### src/rtl/tlc_pkg.sv
// Shared types and constants for the traffic-light controller and its front-end blocks.
// Encodings that the controller already uses live here so every block agrees on them.
package tlc_pkg;

    localparam int DEBOUNCE_CYCLES_DEF = 8;
    localparam int CAR_CNT_W_DEF       = 4;

    typedef enum logic [1:0] {
        LOW_STABLE  = 2'd0,
        RISE_WAIT   = 2'd1,
        HIGH_STABLE = 2'd2,
        FALL_WAIT   = 2'd3
    } deb_state_t;

    // Lamp encoding driven onto the highway and farm-road signal heads.
    typedef enum logic [1:0] {
        LIGHT_GREEN  = 2'd0,
        LIGHT_YELLOW = 2'd1,
        LIGHT_RED    = 2'd2
    } light_t;

    typedef enum logic [1:0] {
        HWY_GREEN   = 2'd0,
        HWY_YELLOW  = 2'd1,
        FARM_GREEN  = 2'd2,
        FARM_YELLOW = 2'd3
    } ctrl_state_t;

    // Highway lamp colour for a given controller state.
    function automatic light_t hwy_light(input ctrl_state_t st);
        case (st)
            HWY_GREEN:  return LIGHT_GREEN;
            HWY_YELLOW: return LIGHT_YELLOW;
            default:    return LIGHT_RED;
        endcase
    endfunction

    // Farm-road lamp colour for a given controller state.
    function automatic light_t farm_light(input ctrl_state_t st);
        case (st)
            FARM_GREEN:  return LIGHT_GREEN;
            FARM_YELLOW: return LIGHT_YELLOW;
            default:     return LIGHT_RED;
        endcase
    endfunction

endpackage

### src/rtl/tlc_sensor_conditioner_if.sv
// Signal bundle between the traffic-light controller and the farm-road sensor conditioner.
interface tlc_sensor_conditioner_if #(
    parameter int CNT_W = 4
) ();
    import tlc_pkg::*;

    // No valid/ready pairs: sensor_raw and ena are levels, ack and clr_ovf are
    // single-cycle pulses taken on the edge they are high, and req, car_count
    // and overflow are registered levels valid just after each clk edge.
    logic             ena;
    logic             sensor_raw;
    logic             ack;
    logic             clr_ovf;
    logic             req;
    logic [CNT_W-1:0] car_count;
    logic             overflow;
    deb_state_t       dbg_state;

    modport master (
        output ena, sensor_raw, ack, clr_ovf,
        input  req, car_count, overflow, dbg_state
    );

    modport slave (
        input  ena, sensor_raw, ack, clr_ovf,
        output req, car_count, overflow, dbg_state
    );

endinterface

### src/rtl/tlc_sync2.sv
// Generic two-flop synchronizer with asynchronous active-low reset.
module tlc_sync2 #(
    parameter int W = 1
) (
    input  logic         clk,
    input  logic         rst_n,
    input  logic [W-1:0] d_i,
    output logic [W-1:0] q_o
);

    logic [W-1:0] meta_q;
    logic [W-1:0] sync_q;

    always_ff @(posedge clk or negedge rst_n) begin
        if (!rst_n) begin
            meta_q <= '0;
            sync_q <= '0;
        end else begin
            meta_q <= d_i;
            sync_q <= meta_q;
        end
    end

    assign q_o = sync_q;

endmodule

### src/rtl/tlc_sensor_conditioner.sv
// Farm-road detector front end: synchronizes and debounces the raw sensor and keeps a
// saturating queue of waiting vehicles that the controller clears with ack.
module tlc_sensor_conditioner
    import tlc_pkg::*;
#(
    parameter int DEBOUNCE_CYCLES = DEBOUNCE_CYCLES_DEF,
    parameter int CNT_W           = CAR_CNT_W_DEF
) (
    input  logic                      clk,
    input  logic                      rst_n,
    tlc_sensor_conditioner_if.slave   bus
);

    localparam int               DW        = (DEBOUNCE_CYCLES > 2) ? $clog2(DEBOUNCE_CYCLES) : 1;
    localparam logic [DW-1:0]    DCNT_LAST = DW'(DEBOUNCE_CYCLES - 1);
    localparam logic [CNT_W-1:0] CNT_MAX   = '1;

    logic             s_sync;
    deb_state_t       state_q, state_d;
    logic [DW-1:0]    dcnt_q, dcnt_d;
    logic             arrive;
    logic [CNT_W-1:0] count_q, count_d;
    logic             ovf_q, ovf_d;
    logic             req_q;

    tlc_sync2 #(.W(1)) u_sync (
        .clk   (clk),
        .rst_n (rst_n),
        .d_i   (bus.sensor_raw),
        .q_o   (s_sync)
    );

    always_ff @(posedge clk or negedge rst_n) begin
        if (!rst_n) begin
            state_q <= LOW_STABLE;
            dcnt_q  <= '0;
        end else begin
            state_q <= state_d;
            dcnt_q  <= dcnt_d;
        end
    end

    // dcnt counts consecutive samples at the new level; entering a WAIT state counts as the first.
    always_comb begin
        state_d = state_q;
        dcnt_d  = dcnt_q;
        arrive  = 1'b0;
        if (bus.ena) begin
            case (state_q)
                LOW_STABLE: begin
                    if (s_sync) begin
                        state_d = RISE_WAIT;
                        dcnt_d  = DW'(1);
                    end
                end
                RISE_WAIT: begin
                    if (!s_sync) begin
                        state_d = LOW_STABLE;
                        dcnt_d  = '0;
                    end else if (dcnt_q == DCNT_LAST) begin
                        state_d = HIGH_STABLE;
                        dcnt_d  = '0;
                        arrive  = 1'b1;
                    end else begin
                        dcnt_d = dcnt_q + 1'b1;
                    end
                end
                HIGH_STABLE: begin
                    if (!s_sync) begin
                        state_d = FALL_WAIT;
                        dcnt_d  = DW'(1);
                    end
                end
                FALL_WAIT: begin
                    if (s_sync) begin
                        state_d = HIGH_STABLE;
                        dcnt_d  = '0;
                    end else if (dcnt_q == DCNT_LAST) begin
                        state_d = LOW_STABLE;
                        dcnt_d  = '0;
                    end else begin
                        dcnt_d = dcnt_q + 1'b1;
                    end
                end
                default: begin
                    state_d = LOW_STABLE;
                    dcnt_d  = '0;
                end
            endcase
        end
    end

    // A coincident ack and arrival leaves exactly the newcomer queued.
    always_comb begin
        count_d = count_q;
        ovf_d   = ovf_q;
        if (bus.clr_ovf) begin
            ovf_d = 1'b0;
        end
        if (bus.ack && arrive) begin
            count_d = CNT_W'(1);
        end else if (bus.ack) begin
            count_d = '0;
        end else if (arrive) begin
            if (count_q != CNT_MAX) begin
                count_d = count_q + 1'b1;
            end else begin
                ovf_d = 1'b1;
            end
        end
    end

    always_ff @(posedge clk or negedge rst_n) begin
        if (!rst_n) begin
            count_q <= '0;
            ovf_q   <= 1'b0;
            req_q   <= 1'b0;
        end else begin
            count_q <= count_d;
            ovf_q   <= ovf_d;
            req_q   <= (count_d != '0);
        end
    end

    assign bus.req       = req_q;
    assign bus.car_count = count_q;
    assign bus.overflow  = ovf_q;
    assign bus.dbg_state = state_q;

endmodule

### src/flat_wrapper.sv
// flat-port wrapper written by rule: the top's interface ports become plain ports
module tlc_sensor_conditioner_flat import tlc_pkg::*;
#(
    parameter int DEBOUNCE_CYCLES = DEBOUNCE_CYCLES_DEF,
    parameter int CNT_W           = CAR_CNT_W_DEF
)
  (clk, rst_n, bus_ena, bus_sensor_raw, bus_ack, bus_clr_ovf, bus_req, bus_car_count, bus_overflow, bus_dbg_state);
  tlc_sensor_conditioner_if #(.CNT_W(CNT_W)) bus_i ();
  input  logic clk;
  input  logic rst_n;
  input wire logic [$bits(bus_i.ena)-1:0] bus_ena;
  input wire logic [$bits(bus_i.sensor_raw)-1:0] bus_sensor_raw;
  input wire logic [$bits(bus_i.ack)-1:0] bus_ack;
  input wire logic [$bits(bus_i.clr_ovf)-1:0] bus_clr_ovf;
  output wire logic [$bits(bus_i.req)-1:0] bus_req;
  output wire logic [$bits(bus_i.car_count)-1:0] bus_car_count;
  output wire logic [$bits(bus_i.overflow)-1:0] bus_overflow;
  output wire logic [$bits(bus_i.dbg_state)-1:0] bus_dbg_state;
  assign bus_i.ena = bus_ena;
  assign bus_i.sensor_raw = bus_sensor_raw;
  assign bus_i.ack = bus_ack;
  assign bus_i.clr_ovf = bus_clr_ovf;
  assign bus_req = bus_i.req;
  assign bus_car_count = bus_i.car_count;
  assign bus_overflow = bus_i.overflow;
  assign bus_dbg_state = bus_i.dbg_state;
  tlc_sensor_conditioner #(.DEBOUNCE_CYCLES(DEBOUNCE_CYCLES), .CNT_W(CNT_W)) u_core (.clk(clk), .rst_n(rst_n), .bus(bus_i));
endmodule
### config.mk
export PLATFORM = sky130hd
export DESIGN_NAME = tlc_sensor_conditioner_flat
export DESIGN_NICKNAME = d
export VERILOG_FILES = /design/src/rtl/tlc_pkg.sv /design/src/rtl/tlc_sensor_conditioner_if.sv /design/src/rtl/tlc_sync2.sv /design/src/rtl/tlc_sensor_conditioner.sv /design/src/flat_wrapper.sv
export SDC_FILE = /design/constraint.sdc
export NUM_CORES = 1
export LEC_CHECK = 0
export ABC_AREA = 1
export CORE_UTILIZATION = 30
export CTS_BUF_LIST = sky130_fd_sc_hd__clkbuf_4 sky130_fd_sc_hd__clkbuf_8 sky130_fd_sc_hd__clkbuf_16
export CTS_CLUSTER_DIAMETER = 120
export DETAILED_ROUTE_END_ITERATION = 7
export SYNTH_ARGS = -nofsm -noshare
export SYNTH_HDL_FRONTEND = slang
export SYNTH_SLANG_ARGS = --single-unit
### constraint.sdc
create_clock -name clk -period 1.94 [get_ports clk]
set_input_delay 0.291 -clock clk [delete_from_list [all_inputs] [get_ports clk]]
set_output_delay 0.291 -clock clk [all_outputs]
set_load 0.05 [all_outputs]
# Word-level counts from Yosys, hierarchy flattened
# Cells that the tools add are included.
# totals
mem_bits_ro	0
elab_cells	49
out_inout_bits	8
latch_bits	0
ramBits	0
reg_bits	13
inputBits	6
mem_count	0
# op_classes
div_mod_pow	0
reduce_logical	5
n_mul	0
shift	0
magnitude_cmp	0
addsub	2
mux	26
eq_ne	9
bitwise_logic	0
# op_table
op	n
4-bit 2-to-1 mux	4
3-bit 2-to-1 mux	5
2-bit 2-to-1 mux	6
3-bit one-hot mux with 4 select lines	1
1-bit 2-to-1 mux	9
2-bit one-hot mux with 4 select lines	1
3-bit by 2-bit inequality test with 1-bit output, second input constant	2
5-bit AND reduction	1
4-bit by 1-bit adder with 4-bit output, second input constant	1
2-bit == test, second input constant	2
2-bit inequality test, second input constant	2
4-bit inequality test, second input constant	1
4-bit nonzero test	1
3-bit by 1-bit adder with 3-bit output, second input constant	1
3-bit == test, second input constant	1
3-bit AND reduction	1
2-bit by 1-bit == test with 1-bit output, second input constant	1
2-bit zero test	1
1-bit logical AND	1

# Depth between registers and ports, before layout
# Gate-level depths: netlist of run 1.
# depth
word_depth	9
depth_mapped	11
mapped_depth_nobuf	11

# Cells and area by module
# Synthesis of run 1 repeated with hierarchy kept, for this count alone.
# hier_totals
cells_unflattened	84
area_unflattened_um2	689.4
# by_module_without_submodules
mod	seq_area_each_um2	area_each_um2	n_inst	cells_each
tlc_sensor_conditioner	275.3	639.4	1	82
tlc_sync2	50.0	50.0	1	2

# Worst setup path after synthesis of run 1
# No wires, ideal clock.
# synth_path
kind	reg-to-reg
start	register u_core.count_q[0], in the netlist u_core.bus.car_count[0]
end	register u_core.req_q, in the netlist u_core.bus.req
setup_time_ps	117
setup_slack_ps	322
required_ps	1823
path_buffers	0
path_stages_with_launch	9
arrival_ps	1500
synth_period_minus_slack_ps	1618
cell_sequence	dfrtp_1 > ha_1 > nand3_1 > nand3_1 > nand2_1 > inv_2 > nor2_4 > nor2_2 > nand2_1
# synth_via
elab_chain_cells	6
elab_cells_between_ends	7
cone_classes	1 x add/sub; 1 x eq/ne; 4 x mux; 1 x reduce/logical
# synth_lines
element	line	text
start: declaration	tlc_sensor_conditioner.sv:22	logic [CNT_W-1:0] count_q, count_d;
start signal: assignment	tlc_sensor_conditioner.sv:119	count_q <= count_d;
4-bit by 1-bit adder with 4-bit output / 4-bit inequality test (equally long branches)	tlc_sensor_conditioner.sv:106, tlc_sensor_conditioner.sv:105	
4-bit 2-to-1 mux *	tlc_sensor_conditioner.sv:105	if (count_q != CNT_MAX) begin
4-bit 2-to-1 mux *	tlc_sensor_conditioner.sv:104	end else if (arrive) begin
4-bit 2-to-1 mux *	tlc_sensor_conditioner.sv:102	end else if (bus.ack) begin
4-bit 2-to-1 mux *	tlc_sensor_conditioner.sv:100	if (bus.ack && arrive) begin
net u_core.count_d[1]	tlc_sensor_conditioner.sv:22	
4-bit nonzero test *	tlc_sensor_conditioner.sv:121	req_q <= (count_d != '0);
end signal: assignment	tlc_sensor_conditioner.sv:121	
end: declaration	tlc_sensor_conditioner.sv:24	logic req_q;
# Mark *: on every way through the listed nets, which the timed path passes. The rest lies on a longest branch.
# A chain may end at the register's enable or synchronous reset.

# Final worst setup path of run 1
# layout_path
start	register u_core.count_q[0], in the netlist u_core.bus.car_count[0]
end	output port bus_car_count[0]
# layout_lines
element	line	text
end: declaration	flat_wrapper.sv:16	output wire logic [$bits(bus_i.car_count)-1:0] bus_car_count;
# No word-level cell between the ends.

==> impl_metrics.csv, run 1 <==
group,metric,value,unit
sta,fin_crit_sh,96.5,%
cts,cts_root_buffer,"clkbuf_4",
worst_setup_path,end_kind,"output port",
cts,cts_sinks,13,
cts,maximum_number_of_buffers_from_clock_root_to_sink,2,
die,start_util,31.7,%
worst_setup_path,crit_arrival,1.58,ns
worst_setup_path,largest_incremental_delay_on_the_critical_path,0.85,ns
die,floorplan.rows,17,
layout,final_common_cell,"nand2_1",
synthesis,syn_area,701,um2
route,drt-pass1-iter-count,3,
cts,cts.clk_slew.worst_paths,0.08,ns
place,port_buffers,13,
die,die_width,50.3,um
worst_setup_path,required_arrival_time_at_the_worst_endpoint,1.65,ns
run_status,outcome,"complete, no violations",
worst_setup_path,critPathKind,"flop to output port",
worst_setup_path,critical-path-slowest-cell,"clkdlybuf4s50_1",
layout,relative_area_change_from_synthesis_to_final_layout,27.5,%
place,pre_cts_setup_slack,0.280,ns
grt,first_global_vias,547,
place,detailed_place_hpwl,999,um
die,design.die.area,0.00253,mm2
worst_setup_path,cp_max_fo,6,
place,postPlaceCellArea,866,um2
layout,final_area,893,um2
synthesis,synth_fp_nets,97,
worst_setup_path,critical_path.startpoint_type,"flop",
run,drv.max_cap_violation_count,0,
cts,tritoncts_clock_tree,"yes",
synthesis,synth.yosys.warnings,0,
cts,buffers_inserted_during_post_cts_setup_optimization,0,
die,chipHeight,50.3,um
synthesis,post_synth.cell_area_avg,7.96,um2
layout,antenna_cells,0,
grt,maximum_number_of_pins_on_one_net_before_global_route_repair,14,
layout,layout.area.seq,325,um2
grt,overflow,0,
layout,number_of_nets_in_the_final_layout,115,
power_and_ir_drop,static-leakage-power,0.428,nW
sta,finalWorstSetupSlack,0.0677,ns
sta,rsz0062_at_grt,"no",
synthesis,seq_area_frac_synth,46.4,%
cts,ctsHtreeMaxLevel,1,
grt,antenna_found_initial,0,
sta,timing.max_slew.rel_slack,61.9,%
layout,most-common-layout-cells,"23 x nand2_1, 17 x inv_1, 13 x dfrtp_1, 13 x clkdlybuf4s50_1, 9 x nand3_1",
cts,post_cts_hold_buffer_count,0,
worst_setup_path,cp_bufs_invs,1,
synthesis,post_synth_inst_count,88,
die,pin_count,14,
route,detail_route.drc_violations,0,
sta,clock_skew,0.000506,ns
route,route.vias.total,590,
place,finalWeightedCongestion,0.745,
cts,worst_skew_pair.late_latency,0.28,ns
route,routed_wl,1250,um
power_and_ir_drop,vdd.ir_drop.worst,0.000463,V
route,drt_iter0_drc,3,
sta,tightestPinTransition,0.570,ns
route,wl_per_cell,9.41,um
route,drt-vias-per-instance,4.44,
layout,nFillCells,245,
min_path,hold_path_class,"flop to flop",
layout,drive_above_1_share,12.4,%
layout,multi_input_area,304,um2
sta,finalSetupViolations,0,
worst_setup_path,family_of_cells_with_the_greatest_summed_delay_on_the_critical_path,"buffers and inverters",
synthesis,ys_ff_latch,13,
worst_setup_path,crit_path_cell_trace,"clkdlybuf4s50_1",
sta,final_count_of_hold_timing_violations,0,
grt,grt_use_total,11.7,%
grt,grt_first_pass_wirelength,2180,um
route,antenna_left,0,
synthesis,ys_types,18,
die,core,0.00221,mm2
cts,cts-buffers-inserted,3,
power_and_ir_drop,power.density_cell_area,893,mW/mm2
sta,timing.setup.tns,0,ns
sta,maxClockFrequency,534,MHz
sta,final-max-slew-violation-count,0,
sta,period_needed,1.87,ns
cts,post_cts_resized,0,
## area by class of cell
type | count | area share, %
clock buffers | 3 | 2.52
flip-flops and latches | 13 | 36.4
repair buffers | 13 | 14.6
well taps | 28 | 3.92
clock inverters | 1 | 0.560
inverters | 19 | 7.98
multi-input cells | 56 | 34.0
## final timing paths
path,start,cells past startpoint,end,slack [ns]
max,u_core.bus.car_count[0],1,bus_car_count[0],0.07
min,u_core.u_sync.meta_q,0,u_core.u_sync.q_o,0.36
max reg2reg,u_core.dcnt_q[0],10,u_core.bus.req,0.48
min reg2reg,u_core.u_sync.meta_q,0,u_core.u_sync.q_o,0.36
max in group asynchronous,rst_n,1,u_core.bus.car_count[1],1.20
min in group asynchronous,rst_n,1,u_core.dcnt_q[2],0.37
## sequential cells by signal, indices dropped and copies added, names as in the netlist, named ones only
signal / cells
u_core.u_sync.q_o: 1
u_core.dcnt_q: 3
u_core.u_sync.meta_q: 1
u_core.bus.overflow: 1
u_core.bus.dbg_state: 1
u_core.bus.req: 1
u_core.bus.car_count: 4
## where the power goes
group | internal (mW) | switching [mW]
combinational | 0.0977 | 0.172
sequential | 0.315 | 0.0434
clock | 0.0765 | 0.0928
## metrics by stage
stage / utilization (%) / instances / hold WS, ns / power [mW]
detailed placement: 39.1 / 129 / 0.342 / 0.639
finish: 40.4 / 133 / 0.355 / 0.798
global route: 40.4 / 133 / 0.377 / 0.858
floorplan: - / 88 / -0.00459 / 0.551
CTS: 40.4 / 133 / 0.358 / 0.812
global placement: 39.1 / 129 / 0.334 / 0.635
## layer usage
layer / wire, um / track usage, % / up-vias
met2: 564 / 18.4 / 10
met1: 604 / 13.6 / 267
met5: 0 / 0 / -
met3: 53 / 2.73 / 4
met4: 29 / 8.80 / 0
li1: - / - / 309
## cell usage after synthesis
master    instances  area [um2]
nor2_1            2        7.51
o21ai_0           2        10.0
nand3_1           9        45.0
nand2_1          23        86.3
clkinv_1          1        3.75
inv_1            17        63.8
dfrtp_1          13         325
ha_1              3        37.5
inv_2             1        3.75
nand2_2           2        12.5
o22ai_1           3        18.8
o21a_1            1        7.51
a21oi_1           2        10.0
nor2_2            3        18.8
nand3_2           1        10.0
nor2_4            2        22.5
nand4_1           2        12.5
o21ai_1           1        5.00
## cells by family after synthesis
logic type	after synthesis	synth area share (%)
buf+inv	19	10.2
flops	13	46.4
simple gates	44	30.7
compound gates	9	7.32
fa+ha+maj	3	5.36
Power figures use the tool's default switching activity.
==> run 2, diff against run 1 <==
--- a/config.mk
+++ b/config.mk
@@ -6,6 +6,8 @@
 export NUM_CORES = 1
 export LEC_CHECK = 0
 export ABC_AREA = 1
+export CAP_MARGIN = 15
+export CORE_MARGIN = 10
 export CORE_UTILIZATION = 30
 export CTS_BUF_LIST = sky130_fd_sc_hd__clkbuf_4 sky130_fd_sc_hd__clkbuf_8 sky130_fd_sc_hd__clkbuf_16
 export CTS_CLUSTER_DIAMETER = 120
==> run 2 against run 1 <==
  * Critical endpoint is now bus_car_count[2]
  * Critical path type unchanged
  * Sequential share of layout area increased by 0.10 points
  * Worst setup slack improved by 0.0014 ns
  * Maximum frequency about the same
  * Non-clock buffer count unchanged
  * Largest power group unchanged
==> impl_metrics.csv, run 2 (synthesis results as in run 1) <==
group,metric,value,unit
grt,antenna_found_initial,0,
cts,worst_skew_pair.late_latency,0.28,ns
route,detail_route.drc_violations,0,
place,detailed_place_hpwl,1100,um
power_and_ir_drop,totalPowerFinal,0.814,mW
die,chipHeight,68.3,um
run,drv.max_cap_violation_count,0,
cts,buffers_inserted_during_post_cts_setup_optimization,0,
worst_setup_path,number_of_cells_on_the_worst_reg_to_reg_path,10,
grt,grt_use_total,6.64,%
layout,antenna_cells,0,
place,finalWeightedCongestion,0.761,
sta,timing.max_slew.rel_slack,60.4,%
route,drt-pass1-iter-count,4,
route,drt_iter0_drc,9,
layout,number_of_nets_in_the_final_layout,115,
layout,layout.area.seq,325,um2
die,floorplan.rows,17,
layout,post_layout_nonfiller_instances,133,
worst_setup_path,crit_path_cell_trace,"clkdlybuf4s50_1",
cts,ctsHtreeMaxLevel,1,
route,drt-vias-per-instance,4.29,
worst_setup_path,family_of_cells_with_the_greatest_summed_delay_on_the_critical_path,"buffers and inverters",
layout,relative_area_change_from_synthesis_to_final_layout,27.1,%
sta,fin_crit_sh,96.4,%
worst_setup_path,end_kind,"output port",
die,core,0.00221,mm2
layout,layout.core_utilization,40.3,%
grt,grt_first_pass_wirelength,2390,um
worst_setup_path,r2r_start,"u_core.dcnt_q[0]",
layout,multi_input_area,304,um2
place,numPlacedInstances,129,
layout,largest_reg_flops,4,
worst_setup_path,cp_max_fo,7,
sta,final_count_of_hold_timing_violations,0,
grt,overflow,0,
worst_setup_path,crit_end,"bus_car_count[2]",
sta,tightestPinTransition,0.593,ns
min_path,worstHoldPathCells,0,
route,wl_per_cell,10.3,um
power_and_ir_drop,power.density_cell_area,914,mW/mm2
run_status,outcome,"complete, no violations",
cts,cts_sinks,13,
power_and_ir_drop,vdd.ir_drop.worst,0.000466,V
worst_setup_path,path_depth,1,
worst_setup_path,required_arrival_time_at_the_worst_endpoint,1.65,ns
sta,timing.setup.tns,0,ns
grt,maximum_number_of_pins_on_one_net_before_global_route_repair,14,
grt,first_global_vias,553,
sta,maxClockFrequency,534,MHz
die,start_util,31.7,%
cts,cts-buffers-inserted,3,
die,die_width,68.3,um
sta,final-max-slew-violation-count,0,
place,port_buffers,13,
cts,post_cts_hold_buffer_count,0,
sta,period_needed,1.87,ns
layout,most-common-layout-cells,"23 x nand2_1, 17 x inv_1, 13 x dfrtp_1",
worst_setup_path,crit_arrival,1.58,ns
route,routed_wl,1380,um
layout,nFillCells,232,
sta,clock_skew,0.00171,ns
min_path,hold_path_class,"flop to flop",
die,design.die.area,0.00467,mm2
worst_setup_path,cp_bufs_invs,1,
cts,tritoncts_clock_tree,"yes",
worst_setup_path,r2r_slack,0.50,ns
layout,final_common_cell,"nand2_1",
layout,drive_above_1_share,14.3,%
power_and_ir_drop,static-leakage-power,0.432,nW
worst_setup_path,critical_path.startpoint_type,"flop",
worst_setup_path,worstSetupStartpoint,"u_core.bus.car_count[2]",
die,pin_count,14,
cts,cts.clk_slew.worst_paths,0.08,ns
cts,cts_root_buffer,"clkbuf_4",
route,route.vias.total,570,
route,antenna_left,0,
worst_setup_path,critPathKind,"flop to output port",
worst_setup_path,r2r_end,"u_core.bus.req",
cts,post_cts_resized,0,
worst_setup_path,critical-path-slowest-cell,"clkdlybuf4s50_1",
cts,maximum_number_of_buffers_from_clock_root_to_sink,2,
sta,rsz0062_at_grt,"no",
sta,finalSetupViolations,0,
worst_setup_path,largest_incremental_delay_on_the_critical_path,0.84,ns
-- run 2: changes by cell type in the layout (fill, tap and decap cells not counted), sizes merged --
cell           delta
clkinv            -1
buf               +2
clkbuf            +1
clkdlybuf4s50     -2
-- run 2: per-layer routing --
layer	vias up	wire [um]	track usage [%]
met2	10	629	9.77
met3	2	92	2.61
li1	309	-	-
met1	249	636	8.34
met4	0	17	3.02
met5	-	0	0
-- run 2: area by class of cell --
type | instances | area share (%)
repair buffers | 13 | 14.0
multi-input cells | 56 | 34.1
inverters | 19 | 8.01
well taps | 28 | 3.93
clock buffers | 4 | 3.37
flip-flops and latches | 13 | 36.5
-- run 2: stage by stage --
stage               worst slack, ns  cell area (um2)  hold WS (ns)
CTS                          0.0529              891         0.356
global route                0.00442              891         0.366
global placement              0.300              861         0.335
finish                       0.0690              891         0.354
detailed placement            0.277              861         0.336
floorplan                     0.322              701      -0.00459
-- run 2: worst min-delay path by stage --
| stage | start | end |
|---|---|---|
| floorplan | rst_n | asynchronous set/reset pin |
| global placement | u_core.u_sync.meta_q | u_core.u_sync.q_o |
| detailed placement | u_core.u_sync.meta_q | u_core.u_sync.q_o |
| CTS | u_core.u_sync.meta_q | u_core.u_sync.q_o |
| global route | u_core.u_sync.meta_q | u_core.u_sync.q_o |
| finish | u_core.u_sync.meta_q | u_core.u_sync.q_o |
-- run 2: power by group --
group / total, mW / switching, mW / internal, mW
Sequential: 0.359 / 0.0440 / 0.315
Combinational: 0.267 / 0.174 / 0.0929
Clock: 0.188 / 0.0943 / 0.0937
==> run 3, diff against run 2 <==
--- a/config.mk
+++ b/config.mk
@@ -6,7 +6,7 @@
 export NUM_CORES = 1
 export LEC_CHECK = 0
 export ABC_AREA = 1
-export CAP_MARGIN = 15
+export CAP_MARGIN = 20
 export CORE_MARGIN = 10
 export CORE_UTILIZATION = 30
 export CTS_BUF_LIST = sky130_fd_sc_hd__clkbuf_4 sky130_fd_sc_hd__clkbuf_8 sky130_fd_sc_hd__clkbuf_16
==> constraint.sdc (replaced) <==
create_clock -name clk -period 2.25 [get_ports clk]
set_input_delay 0.3375 -clock clk [delete_from_list [all_inputs] [get_ports clk]]
set_output_delay 0.3375 -clock clk [all_outputs]
set_load 0.05 [all_outputs]
==> run 3 against run 2 <==
  * Clock power down 14%
  * Sequential power is 14% lower
  * Count of clock-buffer cells in the layout stayed put
  * Flip-flop and latch count did not move
  * Die area stayed put
  * Register-to-register slack better by 0.29 ns
  * Clock skew is 0.0020 ns higher
  * First-iteration DRC count is 67% higher
  * Via count rose by 3.3%
  * Non-clock buffer count unchanged
  * Combinational power is 12% lower
  * Hold slack improved by 0.010 ns
  * Largest cell class unchanged
==> impl_metrics.csv, run 3 (synthesis results as in run 1) <==
group,metric,value,unit
layout,number_of_nets_in_the_final_layout,115,
grt,grt_use_total,6.87,%
worst_setup_path,r2r_slack,0.79,ns
run_status,outcome,"complete, no violations",
grt,maximum_number_of_pins_on_one_net_before_global_route_repair,14,
route,drt-vias-per-instance,4.43,
sta,fin_crit_sh,85.3,%
cts,post_cts_hold_buffer_count,0,
cts,cts.clk_slew.worst_paths,0.09,ns
worst_setup_path,r2r_start,"u_core.dcnt_q[0]",
power_and_ir_drop,clockPowerShare,22.8,%
place,detailed_place_hpwl,1120,um
power_and_ir_drop,static-leakage-power,0.429,nW
sta,finalSetupViolations,0,
route,routed_wl,1410,um
cts,worst_skew_pair.late_latency,0.27,ns
power_and_ir_drop,power_frac_comb,33.3,%
worst_setup_path,critical-path-slowest-cell,"clkdlybuf4s50_1",
worst_setup_path,end_kind,"output port",
die,die_width,68.3,um
sta,tightestPinTransition,0.590,ns
cts,buffers_inserted_during_post_cts_setup_optimization,0,
sta,timing.setup.tns,0,ns
min_path,whs_endpoint,"u_core.u_sync.q_o",
grt,overflow,0,
grt,antenna_found_initial,0,
worst_setup_path,critical_path.startpoint_type,"flop",
die,chipHeight,68.3,um
worst_setup_path,cp_max_fo,6,
min_path,worstHoldPathCells,0,
power_and_ir_drop,vdd.ir_drop.worst,0.000351,V
grt,grt_first_pass_wirelength,2520,um
place,pre_cts_setup_slack,0.554,ns
sta,finalWorstSetupSlack,0.331,ns
die,floorplan.rows,17,
route,route.vias.total,589,
layout,most-common-layout-cells,"23 x nand2_1, 17 x inv_1, 13 x dfrtp_1, 13 x clkdlybuf4s50_1, 9 x nand3_1",
layout,nFillCells,238,
worst_setup_path,number_of_cells_on_the_worst_reg_to_reg_path,10,
cts,cts-buffers-inserted,3,
layout,relative_area_change_from_synthesis_to_final_layout,27.9,%
grt,grt.met3_usage,3.10,%
place,port_buffers,13,
worst_setup_path,r2r_end,"u_core.bus.req",
route,detail_route.drc_violations,0,
run,drv.max_cap_violation_count,0,
cts,cts_sinks,13,
power_and_ir_drop,net-switching-power,0.268,mW
die,pin_count,14,
die,start_util,31.7,%
route,antenna_left,0,
sta,timing.max_slew.rel_slack,60.5,%
worst_setup_path,critPathKind,"flop to output port",
min_path,hold_path_startpoint,"u_core.u_sync.meta_q",
sta,period_needed,1.92,ns
power_and_ir_drop,power.density_cell_area,787,mW/mm2
route,drt-pass1-iter-count,2,
power_and_ir_drop,swShare,38.1,%
place,postPlaceCellArea,866,um2
grt,gr-usage-met2,10.6,%
worst_setup_path,family_of_cells_with_the_greatest_summed_delay_on_the_critical_path,"buffers and inverters",
layout,antenna_cells,0,
die,core,0.00221,mm2
route,wl_per_cell,10.6,um
layout,layout.area.seq,325,um2
cts,tritoncts_clock_tree,"yes",
sta,final_count_of_hold_timing_violations,0,
cts,cts_root_buffer,"clkbuf_4",
layout,largest_reg_flops,4,
grt,groute.layer.met1.usage,8.05,%
worst_setup_path,crit_path_cell_trace,"clkdlybuf4s50_1",
layout,final_common_cell,"nand2_1",
layout,final_area,896,um2
sta,clock_skew,0.00373,ns
worst_setup_path,required_arrival_time_at_the_worst_endpoint,1.91,ns
cts,ctsHtreeMaxLevel,1,
grt,global_route.peak_usage_layer,"met2",
worst_setup_path,crit_arrival,1.58,ns
worst_setup_path,largest_incremental_delay_on_the_critical_path,0.86,ns
min_path,hold_path_class,"flop to flop",
power_and_ir_drop,int_pwr,0.437,mW
layout,drive_above_1_share,12.4,%
grt,first_global_vias,602,
cts,maximum_number_of_buffers_from_clock_root_to_sink,2,
place,finalWeightedCongestion,0.786,
route,drt_iter0_drc,15,
power_and_ir_drop,pwr-share-seq,43.9,%
sta,rsz0062_at_grt,"no",
sta,maxClockFrequency,521,MHz
die,design.die.area,0.00467,mm2
layout,multi_input_area,304,um2
worst_setup_path,cp_bufs_invs,1,
cts,post_cts_resized,0,
sta,final-max-slew-violation-count,0,
[run 3: power by group through the flow]
stage | clock network, mW | registers [mW] | logic (mW)
global placement | 0 | 0.314 | 0.235
global route | 0.179 | 0.320 | 0.259
finish | 0.161 | 0.310 | 0.235
floorplan | 0 | 0.373 | 0.102
detailed placement | 0 | 0.315 | 0.238
CTS | 0.167 | 0.311 | 0.238
[run 3: worst max path at each step]
stage / start / cells past startpoint / to
global route: u_core.bus.car_count[2] / 1 / bus_car_count[2]
detailed placement: bus_ena / 8 / u_core.bus.req
CTS: u_core.bus.car_count[0] / 1 / bus_car_count[0]
global placement: bus_ena / 8 / u_core.bus.req
finish: u_core.bus.car_count[0] / 1 / bus_car_count[0]
floorplan: u_core.bus.car_count[0] / 8 / u_core.bus.req
[run 3: final cells by class]
cell class                      count  share of cell area [%]
Sequential cell                    13                    36.3
Multi-Input combinational cell     56                    33.9
Timing Repair Buffer               13                    14.5
Inverter                           19                    7.96
Tap cell                           28                    3.91
Clock buffer                        4                    3.35
[run 3: per-stage QoR]
stage	instances	utilization, %	total power [mW]	hold slack [ns]
2_1_floorplan	88	-	0.475	0.0419
3_3_place_gp	129	39.1	0.549	0.332
3_5_place_dp	129	39.1	0.553	0.343
4_1_cts	133	40.5	0.716	0.364
5_1_grt	133	40.5	0.758	0.382
6_report	133	40.5	0.705	0.364
[run 3: per-layer routing]
layer / wire length, um / share of wire (%)
met1: 664 / 47
met3: 100 / 7.1
met2: 643 / 46
met4: 0 / 0
met5: 0 / 0
